$ cat src/rtl/field_edit_sequencer.sv
// Time-set field editor with blinking blank mask and alarm RING flash sequencer.
// Optional idle auto-exit of edit mode is built when FIELD_EDIT_TIMEOUT_EN is defined.
module field_edit_sequencer #(
  parameter int BLINK_FRAMES   = 30,
  parameter int RING_FRAMES    = 300,
  parameter int TIMEOUT_FRAMES = 600
) (
  input  logic       clk,
  input  logic       reset,
  input  logic       frame_tick,
  input  logic       btn_mode,
  input  logic       btn_next,
  input  logic       ring_req,
  output logic       ring_ack,
  output logic       edit_active,
  output logic [1:0] edit_group,
  output logic [1:0] edit_field,
  output logic       blink_phase,
  output logic [8:0] blank_mask,
  output logic       ring_flash
);

  localparam int BW = $clog2(BLINK_FRAMES);
  localparam int RW = (RING_FRAMES > 1) ? $clog2(RING_FRAMES) : 1;
  localparam logic [BW-1:0] BLINK_LAST = BW'(BLINK_FRAMES - 1);
  localparam logic [RW-1:0] RING_LAST  = RW'(RING_FRAMES - 1);

  typedef enum logic [1:0] {G_NONE, G_HOUR, G_DATE, G_TIMER} group_t;
  typedef enum logic [1:0] {R_IDLE, R_FLASH, R_WAIT} ring_t;

  group_t          group_q, group_d;
  logic [1:0]      field_q, field_d;
  logic [BW-1:0]   blink_cnt_q, blink_cnt_d;
  logic            phase_d;
  ring_t           ring_q, ring_d;
  logic [RW-1:0]   ring_cnt_q, ring_cnt_d;
  logic            ack_d, flash_d, active_d;
  logic [8:0]      mask_d;
  logic            consumed, accepted, ring_start;
  logic [3:0]      mask_idx;

`ifdef FIELD_EDIT_TIMEOUT_EN
  localparam int TW = (TIMEOUT_FRAMES > 1) ? $clog2(TIMEOUT_FRAMES) : 1;
  localparam logic [TW-1:0] TO_LAST = TW'(TIMEOUT_FRAMES - 1);
  logic [TW-1:0]   to_cnt_q, to_cnt_d;
`endif

  assign edit_group = group_q;
  assign edit_field = field_q;

  always_ff @(posedge clk or negedge reset) begin
    if (!reset) begin
      group_q     <= G_NONE;
      field_q     <= 2'd0;
      blink_cnt_q <= '0;
      blink_phase <= 1'b1;
      ring_q      <= R_IDLE;
      ring_cnt_q  <= '0;
      ring_ack    <= 1'b0;
      ring_flash  <= 1'b0;
      blank_mask  <= 9'd0;
      edit_active <= 1'b0;
`ifdef FIELD_EDIT_TIMEOUT_EN
      to_cnt_q    <= '0;
`endif
    end else begin
      group_q     <= group_d;
      field_q     <= field_d;
      blink_cnt_q <= blink_cnt_d;
      blink_phase <= phase_d;
      ring_q      <= ring_d;
      ring_cnt_q  <= ring_cnt_d;
      ring_ack    <= ack_d;
      ring_flash  <= flash_d;
      blank_mask  <= mask_d;
      edit_active <= active_d;
`ifdef FIELD_EDIT_TIMEOUT_EN
      to_cnt_q    <= to_cnt_d;
`endif
    end
  end

  always_comb begin
    group_d     = group_q;
    field_d     = field_q;
    blink_cnt_d = blink_cnt_q;
    phase_d     = blink_phase;
    ring_d      = ring_q;
    ring_cnt_d  = ring_cnt_q;
    ack_d       = 1'b0;
    consumed    = 1'b0;
    ring_start  = 1'b0;
    mask_d      = 9'd0;
    mask_idx    = 4'd0;

    // Ring sequence: any button during the flash ends it and is swallowed.
    case (ring_q)
      R_IDLE: begin
        if (ring_req) begin
          ring_d     = R_FLASH;
          ring_cnt_d = '0;
          ring_start = 1'b1;
        end
      end
      R_FLASH: begin
        if (btn_mode || btn_next) begin
          ring_d   = R_WAIT;
          ack_d    = 1'b1;
          consumed = 1'b1;
        end else if (frame_tick) begin
          if (ring_cnt_q == RING_LAST) begin
            ring_d = R_WAIT;
            ack_d  = 1'b1;
          end else begin
            ring_cnt_d = ring_cnt_q + RW'(1);
          end
        end
      end
      R_WAIT: begin
        if (!ring_req) ring_d = R_IDLE;
      end
      default: ring_d = R_IDLE;
    endcase

    accepted = !consumed && (btn_mode || (btn_next && group_q != G_NONE));

    if (!consumed && btn_mode) begin
      group_d = group_t'(group_q + 2'd1);
      field_d = 2'd0;
    end else if (accepted) begin
      field_d = (field_q == 2'd2) ? 2'd0 : field_q + 2'd1;
    end

`ifdef FIELD_EDIT_TIMEOUT_EN
    to_cnt_d = to_cnt_q;
    if (accepted || group_q == G_NONE) begin
      to_cnt_d = '0;
    end else if (frame_tick) begin
      if (to_cnt_q == TO_LAST) begin
        to_cnt_d = '0;
        group_d  = G_NONE;
        field_d  = 2'd0;
      end else begin
        to_cnt_d = to_cnt_q + TW'(1);
      end
    end
`endif

    // A press or ring start restarts the blink so the new state is visible at once.
    if (accepted || ring_start) begin
      blink_cnt_d = '0;
      phase_d     = 1'b1;
    end else if (frame_tick) begin
      if (blink_cnt_q == BLINK_LAST) begin
        blink_cnt_d = '0;
        phase_d     = ~blink_phase;
      end else begin
        blink_cnt_d = blink_cnt_q + BW'(1);
      end
    end

    active_d = (group_d != G_NONE);
    mask_idx = ({2'b00, group_d} - 4'd1) * 4'd3 + {2'b00, field_d};
    if (active_d && !phase_d) mask_d = 9'd1 << mask_idx;
    flash_d = (ring_d == R_FLASH) && phase_d;
  end

endmodule

$ cat config.mk
export PLATFORM = sky130hd
export DESIGN_NAME = field_edit_sequencer
export DESIGN_NICKNAME = d
export VERILOG_FILES = /design/src/rtl/field_edit_sequencer.sv
export SDC_FILE = /design/constraint.sdc
export NUM_CORES = 1
export LEC_CHECK = 0
export CORE_AREA = 5 5 62 64
export CTS_BUF_LIST = sky130_fd_sc_hd__clkbuf_16
export DETAILED_ROUTE_END_ITERATION = 7
export DIE_AREA = 0 0 67 69
export PLACE_DENSITY = 0.77
export SLEW_MARGIN = 10
export SYNTH_ARGS = -nofsm -noshare
export SYNTH_HDL_FRONTEND = slang
export SYNTH_SLANG_ARGS = --single-unit
export TNS_END_PERCENT = 30
$ cat constraint.sdc
create_clock -name clk -period 3.1 [get_ports clk]
set_input_delay 0.775 -clock clk [delete_from_list [all_inputs] [get_ports clk]]
set_output_delay 0.775 -clock clk [all_outputs]
set_load 0.005 [all_outputs]
# [After elaboration in Yosys (flattened, before gate mapping)]
# Cells that the tools add are included.
[totals] regBits=33 latchBits=0 mem_bits_rw=0 mem_bits_ro=0 inputBits=6 out_inout_bits=17 elab_cells=75 mem_count=0
[classes] add_sub_neg=6 mul=1 n_div=0 n_lt_le_gt_ge=0 eq_ne=10 shifts=1 n_mux=30 n_bitwise=1 reduce_logical=16
[op_table] cell="2-to-1 mux 9 bit" n=5
[op_table] cell="2-to-1 mux 2 bit" n=9
[op_table] cell="case mux 9 bit (2 select lines)" n=1
[op_table] cell="2-to-1 mux 5 bit" n=3
[op_table] cell="2-to-1 mux 1 bit" n=11
[op_table] cell="adder 9 x 1 -> 9 bit (second input constant)" n=1
[op_table] cell="equality test 9 bit (second input constant)" n=1
[op_table] cell="<< shifter 1 x 4 -> 9 bit (first input constant)" n=1
[op_table] cell="inequality test 2 bit (second input constant)" n=4
[op_table] cell="nonzero test 2 bit" n=4
[op_table] cell="case mux 2 bit (3 select lines)" n=1
[op_table] cell="adder 5 x 1 -> 5 bit (second input constant)" n=1
[op_table] cell="equality test 5 bit (second input constant)" n=1
[op_table] cell="logical AND 1 bit" n=5
[op_table] cell="AND reduction 5 bit" n=1
[op_table] cell="adder 2 x 1 -> 2 bit (second input constant)" n=2
[op_table] cell="adder 4 x 2 -> 4 bit" n=1
[op_table] cell="equality test 2 x 1 -> 1 bit (second input constant)" n=2
[op_table] cell="equality test 2 bit (second input constant)" n=2
[op_table] cell="multiplier 4 x 2 -> 4 bit (second input constant)" n=1
[op_table] cell="logical OR 1 bit" n=3
[op_table] cell="subtractor 2 x 1 -> 3 bit (second input constant)" n=1
[op_table] cell="zero test 1 bit" n=2
[op_table] cell="zero test 2 bit" n=1
[op_table] cell="inverter 1 bit" n=1

# [Depth between registers and ports, before layout]
# Gate-level depths: netlist (run 1).
[depth] word_depth=11 ltp_mapped=12 ltp_nobuf=12

# [Worst setup path before layout (run 1)]
# No wires, ideal clock.
[synth_path] path_kind="input -> register" start="input btn_next" end="register blank_mask[8]" setup_time_ns=0.086 arrival_time_ns=2.617 required_time_ns=3.014 setup_slack_ns=0.397 cell_stages=10 n_path_buf=0 path_cell_list="nand2b_1 nor4_1 a21oi_1 o21ai_0 ha_1 nand2_1 fa_1 nand2_1 or3_1 nor3_1"
[synth_between] word_cells_on_any_way=21 classes_between="add/sub (2); mul (1); shift (1); mux (7); reduce/logical (10)"
[synth_rtl] element="from (decl)" line_no="12" text="input logic btn_next,"
[synth_rtl] element="logical OR 1 bit" line_no="106" text="if (btn_mode || btn_next) begin"
[synth_rtl] element="2-to-1 mux 1 bit" line_no="106"
[synth_rtl] element="2-to-1 mux 1 bit" line_no="97" text="case (ring_q)"
[synth_rtl] element="zero test 1 bit" line_no="125, 127"
[synth_rtl] element="logical AND 1 bit" line_no="125" text="accepted = !consumed && (btn_mode || (btn_next && group_q != G_NONE));"
[synth_rtl] element="2-to-1 mux 2 bit" line_no="130" text="end else if (accepted) begin"
[synth_rtl] element="2-to-1 mux 2 bit (*)" line_no="127" text="if (!consumed && btn_mode) begin"
[synth_rtl] element="via field_d[0]" line_no="32" text="logic [1:0] field_q, field_d;"
[synth_rtl] element="adder 4 x 2 -> 4 bit (*)" line_no="163" text="mask_idx = ({2'b00, group_d} - 4'd1) * 4'd3 + {2'b00, field_d};"
[synth_rtl] element="<< shifter 1 x 4 -> 9 bit (*)" line_no="164" text="if (active_d && !phase_d) mask_d = 9'd1 << mask_idx;"
[synth_rtl] element="2-to-1 mux 9 bit (*)" line_no="164"
[synth_rtl] element="via mask_d[8]" line_no="38" text="logic [8:0] mask_d;"
[synth_rtl] element="to (signal assigned)" line_no="75" text="blank_mask <= mask_d;"
[synth_rtl] element="to (decl)" line_no="19" text="output logic [8:0] blank_mask,"
# The timed path passes the listed nets; every way through them passes the cells marked *.
# A chain may end at the register's enable or synchronous reset.

# [Final worst setup path (run 1)]
[layout_path] start="input btn_mode" end="register blank_mask[6]"
[layout_between] elab_chain_len=11 word_cells_on_any_way=20 classes_between="add/sub (2); mul (1); shift (1); mux (7); reduce/logical (9)"
[layout_rtl] element="from (decl)" line_no="11" text="input logic btn_mode,"
[layout_rtl] element="logical OR 1 bit" line_no="106"
[layout_rtl] element="2-to-1 mux 1 bit" line_no="106"
[layout_rtl] element="2-to-1 mux 1 bit" line_no="97"
[layout_rtl] element="zero test 1 bit" line_no="127"
[layout_rtl] element="logical AND 1 bit (*)" line_no="127"
[layout_rtl] element="2-to-1 mux 2 bit (*)" line_no="127"
[layout_rtl] element="via group_d[0]" line_no="31" text="group_t group_q, group_d;"
[layout_rtl] element="subtractor 2 x 1 -> 3 bit" line_no="163"
[layout_rtl] element="multiplier 4 x 2 -> 4 bit" line_no="163"
[layout_rtl] element="adder 4 x 2 -> 4 bit" line_no="163"
[layout_rtl] element="<< shifter 1 x 4 -> 9 bit" line_no="164"
[layout_rtl] element="2-to-1 mux 9 bit (*)" line_no="164"
[layout_rtl] element="via mask_d[6]" line_no="38"
# Marked as above.

==> results of run 1 <==
==> critical path: stages <==
cell	delay, ns
clkdlybuf4s50_1	0.60
nand2_2	0.17
xnor2_2	0.23
inv_1	0.10
ha_1	0.20
nand2_1	0.07
fa_1	0.43
buf_4	0.17
nor4_1	0.32
==> metrics by stage <==
step | setup TNS, ns | std cells | worst slack, ns | util, % | area, um^2
3_5_place_dp | -0.7291 | 240 | -0.2047 | 62.37 | 2016
6_report | 0 | 248 | 0.1954 | 68.37 | 2210
5_1_grt | 0 | 248 | 0.003389 | 68.37 | 2210
2_1_floorplan | 0 | 164 | 0.3968 | - | 1674
3_3_place_gp | -0.01212 | 240 | -0.01212 | 62.37 | 2016
4_1_cts | 0 | 248 | 0.1028 | 67.67 | 2187
==> final timing paths <==
path / from / end / slack (ns) / cells after the start
min in group asynchronous: reset / ring_cnt_q[3] / 0.90 / 2
max in group asynchronous: reset / blink_phase / 1.87 / 2
setup / recovery: btn_mode / blank_mask[6] / 0.20 / 9
hold / removal: ring_cnt_q[8] / ring_cnt_q[8] / 0.54 / 2
hold reg to reg: ring_cnt_q[8] / ring_cnt_q[8] / 0.54 / 2
setup reg to reg: edit_group[0] / blank_mask[8] / 0.33 / 13
==> repair_timing <==
item                       4_1_cts  5_1_grt
resized for setup                0        3
setup endpoints to repair        0        2
buffers inserted                 0        0
==> cells in the mapped netlist, types with 2 or more instances <==
cell type	instances	share of area (%)
o21ai_0	4	1.2
nor3_1	5	1.5
a21oi_1	4	1.2
a21o_1	3	1.3
inv_1	10	2.2
xnor3_1	2	2.7
xnor2_1	4	2.1
or3_1	2	0.75
nand4_1	4	1.5
nand2b_1	3	1.1
nand2_1	13	2.9
xor2_1	4	2.1
and4_1	2	1.0
nor4_1	8	3.0
nor2_1	22	4.9
mux2i_1	3	1.8
nand3_1	5	1.5
o22ai_1	3	1.1
nand2_2	2	0.75
ha_1	6	4.5
and3_1	2	0.75
dfrtp_1	32	48
==> metal layers <==
layer | global-route usage, % | vias to the layer above
met4 | 5.180 | 0
met2 | 30.02 | 27
li1 | - | 644
met1 | 21.11 | 632
met3 | 5.519 | 6
met5 | 0 | -
==> sequential cells by signal, indices dropped and copies added (netlist names) <==
signal / cells
blank_mask: 9
blink_cnt_q: 5
blink_phase: 1
edit_active: 1
edit_field: 2
edit_group: 2
ring_ack: 1
ring_cnt_q: 9
ring_flash: 1
ring_q: 2
==> cell families (layout without fill, tap and decap cells) <==
logic type	count (synthesis)	in the layout	synth area share, %
fa+ha+maj	7	7	5.680
mux	5	5	3.288
flops	33	33	49.40
buf+inv	13	51	3.139
xor+xnor	10	10	6.875
simple gates	76	76	24.07
compound gates	20	20	7.550
==> power groups by stage <==
stage               sequential [mW]  combinational [mW]  clock (mW)
floorplan                     0.566               0.511           0
global placement              0.569               0.810           0
detailed placement            0.576               0.836           0
CTS                           0.569               0.840       0.574
global route                  0.586               0.959       0.593
finish                        0.574               0.873       0.565
==> area by class of cell <==
type | instances | area, um^2 | share of cell area (%)
Clock inverter | 3 | 46.29 | 2.095
Multi-Input combinational cell | 118 | 817.0 | 36.98
Clock buffer | 5 | 125.1 | 5.663
Tap cell | 46 | 57.56 | 2.605
Inverter | 11 | 41.29 | 1.869
Sequential cell | 33 | 827.0 | 37.43
Timing Repair Buffer | 32 | 295.3 | 13.36
==> reports/metrics.csv, run 1 <==
metric,value,unit
DRC marker count from the first detailed-route iteration,58,
HPWL after detailed placement,2610,um
area grow syn2layout,31.99,%
layout cell share with drive strength beyond 1,14.36,%
"Seq/Total Area, Yosys",49.40,%
top sig layer,met4,
total CTS buffers,5,
"Worst Path Class, Setup",input pin to flip-flop,
row cnt,21,
GRT Overall Usage,17.72,%
Worst Hold Class,flip-flop to flip-flop,
die height,69,um
Static Leak,0.9852,nW
first-pass iteration count of the detailed router,4,
Synth Instances,164,
combinational group share of total power,43.4,%
Synth cell types,43,
syn nets,177,
later-pin clock latency in the skew report,0.28,ns
"Clk pin slew, worst setup/hold paths",0.05,ns
routed vias,1309,
RSZ-0062 raised after global routing,false,
# setup viols final,0,
share of total power in the clock network,28.1,%
WP data required,3.26,ns
I/O pin count,23,
Fin Hold WS,0.5433,ns
wire length on met3,136,um
Nets,214,
yosys warns,0,
fmax,344.3,MHz
met2 routed WL,1927,um
via/cell ratio,5.278,
"Power, Total",2.013,mW
status,"complete, no violations",
WL/cell,14.43,um
M1 WL,1471,um
CP Capture Type,flip-flop,
total gr overflow,0,
# H-tree levels,2,
Slew HR,62.69,%
Main synth FF type,dfrtp_1,
number of diodes,0,
first-pass GRT wire length,6292,um
Crit Path Max Fanout,5,
clk root buf,clkbuf_16,
crit path DAT,3.06,ns
Slew Limit Fails,0,
Seq pwr share,28.5,%
final hold vios,0,
Synth Cell Area,0.001674,mm^2
CTS tree,built,
die width,67,um
core area,0.003232,mm^2
die area,0.004623,mm^2
Max clock buf depth,2,
"most common cell after layout, fill and taps aside",dfrtp_1,
RePlAce Congestion,0.7871,
final wirelength,3578,um
count of hold-fix buffers inserted at cts,0,
net switching power,0.7159,mW
# clock sinks,33,
Mapped Avg Cell Area,10.21,um^2
CP startpoint kind,input pin,
Int Power,1.297,mW
Final period util,93.70,%
skew final,0.001845,ns
antenna violations before repair,0,
largest net degree at the start of global routing,34,
vias in the first global route,1376,
Async SR Flop Fraction,100.0,%
Yosys reg bits,33,
switching share of power,35.57,%
most frequent cells in the layout,"dfrtp_1, nor2_1, clkdlybuf4s50_1",
number of synthesized flops with an enable pin,0,
Fill cells,257,
VDD IR max,0.0006382,V
max cap viols,0,
Antenna Nets Post-Route,0,
Port Buf Inserts,22,
worst-margin pin slew,0.5546,ns
pwr dens,910.9,mW/mm^2
# DRC,0,
initial core utilization,51.80,%
Period minus WS final,2.905,ns
No activity file was read; power rests on OpenSTA's default activity.
==> inputs of run 2 (changes only) <==
--- a/config.mk
+++ b/config.mk
@@ -10,7 +10,7 @@
 export DETAILED_ROUTE_END_ITERATION = 7
 export DIE_AREA = 0 0 67 69
 export PLACE_DENSITY = 0.77
-export SLEW_MARGIN = 10
+export SLEW_MARGIN = 25
 export SYNTH_ARGS = -nofsm -noshare
 export SYNTH_HDL_FRONTEND = slang
 export SYNTH_SLANG_ARGS = --single-unit
==> results of run 2 <==
No change in the layout: final DEF, timing and power equal those of run 1.
==> inputs of run 3 (changes only) <==
--- a/config.mk
+++ b/config.mk
@@ -7,6 +7,7 @@
 export LEC_CHECK = 0
 export CORE_AREA = 5 5 62 64
 export CTS_BUF_LIST = sky130_fd_sc_hd__clkbuf_16
+export CTS_CLUSTER_SIZE = 10
 export DETAILED_ROUTE_END_ITERATION = 7
 export DIE_AREA = 0 0 67 69
 export PLACE_DENSITY = 0.77
==> results of run 3 <==
No change in the layout: final DEF, timing and power equal those of run 1.
==> RTL change 1 (config.mk and constraints of run 3) <==
The parameter `RING_FRAMES` goes from 300 to 150.
--- a/src/rtl/field_edit_sequencer.sv
+++ b/src/rtl/field_edit_sequencer.sv
@@ -4,3 +4,3 @@
   parameter int BLINK_FRAMES   = 30,
-  parameter int RING_FRAMES    = 300,
+  parameter int RING_FRAMES    = 150,
   parameter int TIMEOUT_FRAMES = 600
Check against the original RTL: no difference found for any inputs over 10 cycles, from zero or initial values and one cycle with reset low; that may be too few to reach the edited logic, so the function may still have changed.
==> RTL change 1 against run 3 <==
Total power up 20%; core utilization increased by 6.2 points; critical endpoint is now blank_mask[2]; final area increased by 9.1%; synthesized area grew 6.6%; setup slack lost 60 ps; via count is 4.5% higher; routed wire length rose by 6.7%; sequential cell count shrank 1.
==> RTL change 1: results (changes against run 3) <==
.. list-table::
   :header-rows: 1

   * - Metric
     - Value
   * - Status
     - finished clean
   * - Largest stage delay on the critical path
     - 560 ps (-40 ps)
   * - Drt initial violations
     - 44 (-24%)
   * - CP max-delay cell
     - fa_2
   * - Layout cells sized above 1
     - 25.35% (+11 points)
   * - Aggregate global-route resource usage
     - 18.17% (+0.45 points)
   * - Top delay family on crit path
     - adder cells
   * - Placed instance count
     - 247 (+2.9%)
   * - Actual transition at the worst max-transition pin
     - 567.1 ps (+12.46 ps)
   * - Fraction of the yosys area taken by sequential cells
     - 44.95% (-4.5 points)
   * - Pin count of the biggest net entering global routing
     - 33 (-2.9%)
   * - Number of stages on the worst hold path
     - 1 (-1)
   * - Net count after synthesis
     - 184 (+4.0%)
   * - Hold endpoint
     - ring_cnt_q[0]
   * - Placed inst area
     - 2176 um^2 (+7.9%)
   * - Filler Cells Inserted
     - 211 (-18%)
   * - Reg2Reg Capture Point
     - blank_mask[2]
   * - Detail-routed net length per standard cell
     - 14.75 um (+2.2%)
   * - Layout Skew
     - 2.361 ps (+0.5162 ps)
   * - DPL Wire Length
     - 2721 um (+4.2%)
   * - Critical path arrival
     - 3160 ps (+100 ps)
   * - Commonest cells post-synth
     - dfrtp_1, nor2_1, ha_1, inv_1, nand2_1
   * - Leakage
     - 1.069 nW (+8.5%)
   * - Min Hold Slack
     - 569.3 ps (+26.06 ps)
   * - Area taken by flip-flops and latches
     - 802.0 um^2 (-3.0%)
   * - Post-synthesis cell count
     - 167 (+1.8%)
   * - Largest fanout on the critical path
     - 3 (-2)
   * - Worst slack at placement
     - -525.9 ps (-321.3 ps)
[RTL change 1: repair_timing]
item	CTS	global route
pin swaps	8	5
resized for setup	6	5
setup endpoints to repair	9	9
setup buffers	3	1
[RTL change 1: layout make-up]
| cell class | instances | share of cell area, % |
|---|---|---|
| Clock inverter | 3 | 1.609 |
| Inverter | 10 | 1.557 |
| Sequential cell | 32 | 33.26 |
| Multi-Input combinational cell | 122 | 41.00 |
| Timing Repair Buffer | 41 | 15.00 |
| Tap cell | 46 | 2.387 |
| Clock buffer | 5 | 5.189 |
[RTL change 1: layer usage]
metal | track usage, % | vias up | part of all wire [%]
met3 | 5.519 | 7 | 4.5
li1 | - | 662 | -
met1 | 23.58 | 667 | 44
met5 | 0 | - | 0
met4 | 7.658 | 0 | 2.0
met2 | 27.73 | 32 | 50
[RTL change 1: kinds of logic (layout without fill, tap and decap cells)]
group	after synthesis	count (layout)	share of synthesized area [%]
AO/OA/AOI/OAI	26	26	11.85
XOR/XNOR	10	10	6.522
adder cells (fa/ha/maj)	11	11	8.135
buffers and inverters	13	59	3.226
flip-flops	32	32	44.95
multiplexers	5	5	2.875
AND/OR/NAND/NOR	70	70	22.44
[RTL change 1: report_power, final]
group	internal (mW)	switching [mW]	leakage, nW
logic	0.671	0.659	0.556
registers	0.487	0.0636	0.428
clock network	0.374	0.166	0.0850
total	1.53	0.888	1.07
[RTL change 1: worst max path at each step]
stage | from | to | slack [ps] | depth (start not counted)
finish | btn_mode | blank_mask[2] | 140 | 11
global route | btn_mode | blank_mask[0] | 30 | 11
CTS | btn_next | blank_mask[2] | 4 | 11
detailed placement | btn_mode | blank_mask[2] | -530 | 11
global placement | btn_mode | blank_mask[4] | -410 | 11
floorplan | btn_mode | blank_mask[4] | -6 | 10
==> RTL change 2 (config.mk and constraints of run 3) <==
Without the edit above. The 3 values of `ring_t` get a one-hot encoding in 3 bits.
--- a/src/rtl/field_edit_sequencer.sv
+++ b/src/rtl/field_edit_sequencer.sv
@@ -28,3 +28,3 @@
   typedef enum logic [1:0] {G_NONE, G_HOUR, G_DATE, G_TIMER} group_t;
-  typedef enum logic [1:0] {R_IDLE, R_FLASH, R_WAIT} ring_t;
+  typedef enum logic [2:0] {R_IDLE = 3'b001, R_FLASH = 3'b010, R_WAIT = 3'b100} ring_t;
 
Function: same outputs for any inputs over 10 cycles, from zero or initial values and one cycle with reset low; not proved beyond that.
==> RTL change 2 against run 3 <==
Die area stayed put; sequential power is 1% higher; setup slack worse by 100 ps; largest cell class is now multi-input gates; sequential cell count is 1 higher; final area is 11% higher; highest routed layer unchanged; synthesized area is 7.7% higher; total power is 3.6% higher; cell count is 7.7% higher; critical path depth is 3 higher; fmax is 3.3% lower; routed wire length is 28% higher.
==> RTL change 2: results (changes against run 3) <==
.. list-table::
   :header-rows: 1

   * - Metric
     - Value
   * - Fraction of the yosys area taken by sequential cells
     - 47.33% (-2.1 points)
   * - Placed instance count
     - 256 (+6.7%)
   * - Sequential fraction of total cell area
     - 34.80% (-2.6 points)
   * - Wire length on met2
     - 2518 um (+31%)
   * - Top delay family on crit path
     - adder cells
   * - Aggregate global-route resource usage
     - 20.55% (+2.8 points)
   * - Placed inst area
     - 2160 um^2 (+7.1%)
   * - Net count, final
     - 233 (+8.9%)
   * - Slew margin rel.
     - 39.90% (-23 points)
   * - Net count after synthesis
     - 192 (+8.5%)
   * - Met1 routing resource usage after global routing
     - 24.61% (+3.5 points)
   * - Number of non-clock buffers
     - 40 (+25%)
   * - Layout Area Growth over Synthesis
     - 36.02%
   * - Post-synthesis cell count
     - 179 (+9.1%)
   * - Detail-routed net length per standard cell
     - 17.11 um (+19%)
   * - Worst slack at placement
     - -459.2 ps (-254.5 ps)
   * - DR WL met3
     - 169 um (+24%)
   * - Register bit count reported by yosys
     - 34 (+3.0%)
   * - Setup repair bufs after CTS
     - 1 (+1)
   * - Status
     - finished clean
   * - Routing usage on met2
     - 35.92% (+5.9 points)
   * - Length of routed wiring on met1
     - 1809 um (+23%)
   * - Commonest cells post-synth
     - dfrtp_1, nor2_1, nand2_1
   * - Layout cells sized above 1
     - 21.27% (+6.9 points)
   * - Synth unique cells
     - 50 (+16%)
   * - DPL Wire Length
     - 2914 um (+12%)
   * - Pin count of the biggest net entering global routing
     - 35 (+2.9%)
   * - Routed via count divided by cell count
     - 5.775 (+9.4%)
   * - Layout buffering overhead excluding clock cells
     - 14.85% (+1.5 points)
   * - Multi-In Gates
     - 128 (+8.5%)
   * - Critical path arrival
     - 3180 ps (+120 ps)
   * - First-pass GRT wire length
     - 7472 um (+19%)
   * - Largest fanout on the critical path
     - 6 (+1)
   * - Met3 Usage GRT
     - 4.221% (-1.3 points)
-- RTL change 2: cells by family after synthesis --
family          share of synthesized area, %
mux                                    2.290
compound gates                         10.96
xor+xnor                               3.886
buf+inv                                4.164
fa+ha+maj                              5.274
flops                                  47.33
simple gates                           26.09
-- RTL change 2: worst paths after layout --
check / from / endpoint / slack (ps) / cells past startpoint
worst max-delay path: btn_next / blank_mask[7] / 100 / 12
worst min-delay path: ring_cnt_q[8] / ring_cnt_q[8] / 550 / 2
worst max register to register: edit_group[0] / blank_mask[7] / 130 / 13
worst min register to register: ring_cnt_q[8] / ring_cnt_q[8] / 550 / 2
max in group asynchronous: reset / blink_phase / 1870 / 2
min in group asynchronous: reset / ring_cnt_q[1] / 900 / 2
-- RTL change 2: worst reg2reg max path, stage by stage, from the launching register on --
cell,delay [ps]
dfrtp_1,410
inv_1,80
ha_1,180
nor2b_4,50
buf_4,130
buf_4,140
o2111ai_2,190
o311ai_2,160
xor2_1,240
ha_1,200
inv_1,80
fa_2,530
nand2b_4,190
nor4b_4,280
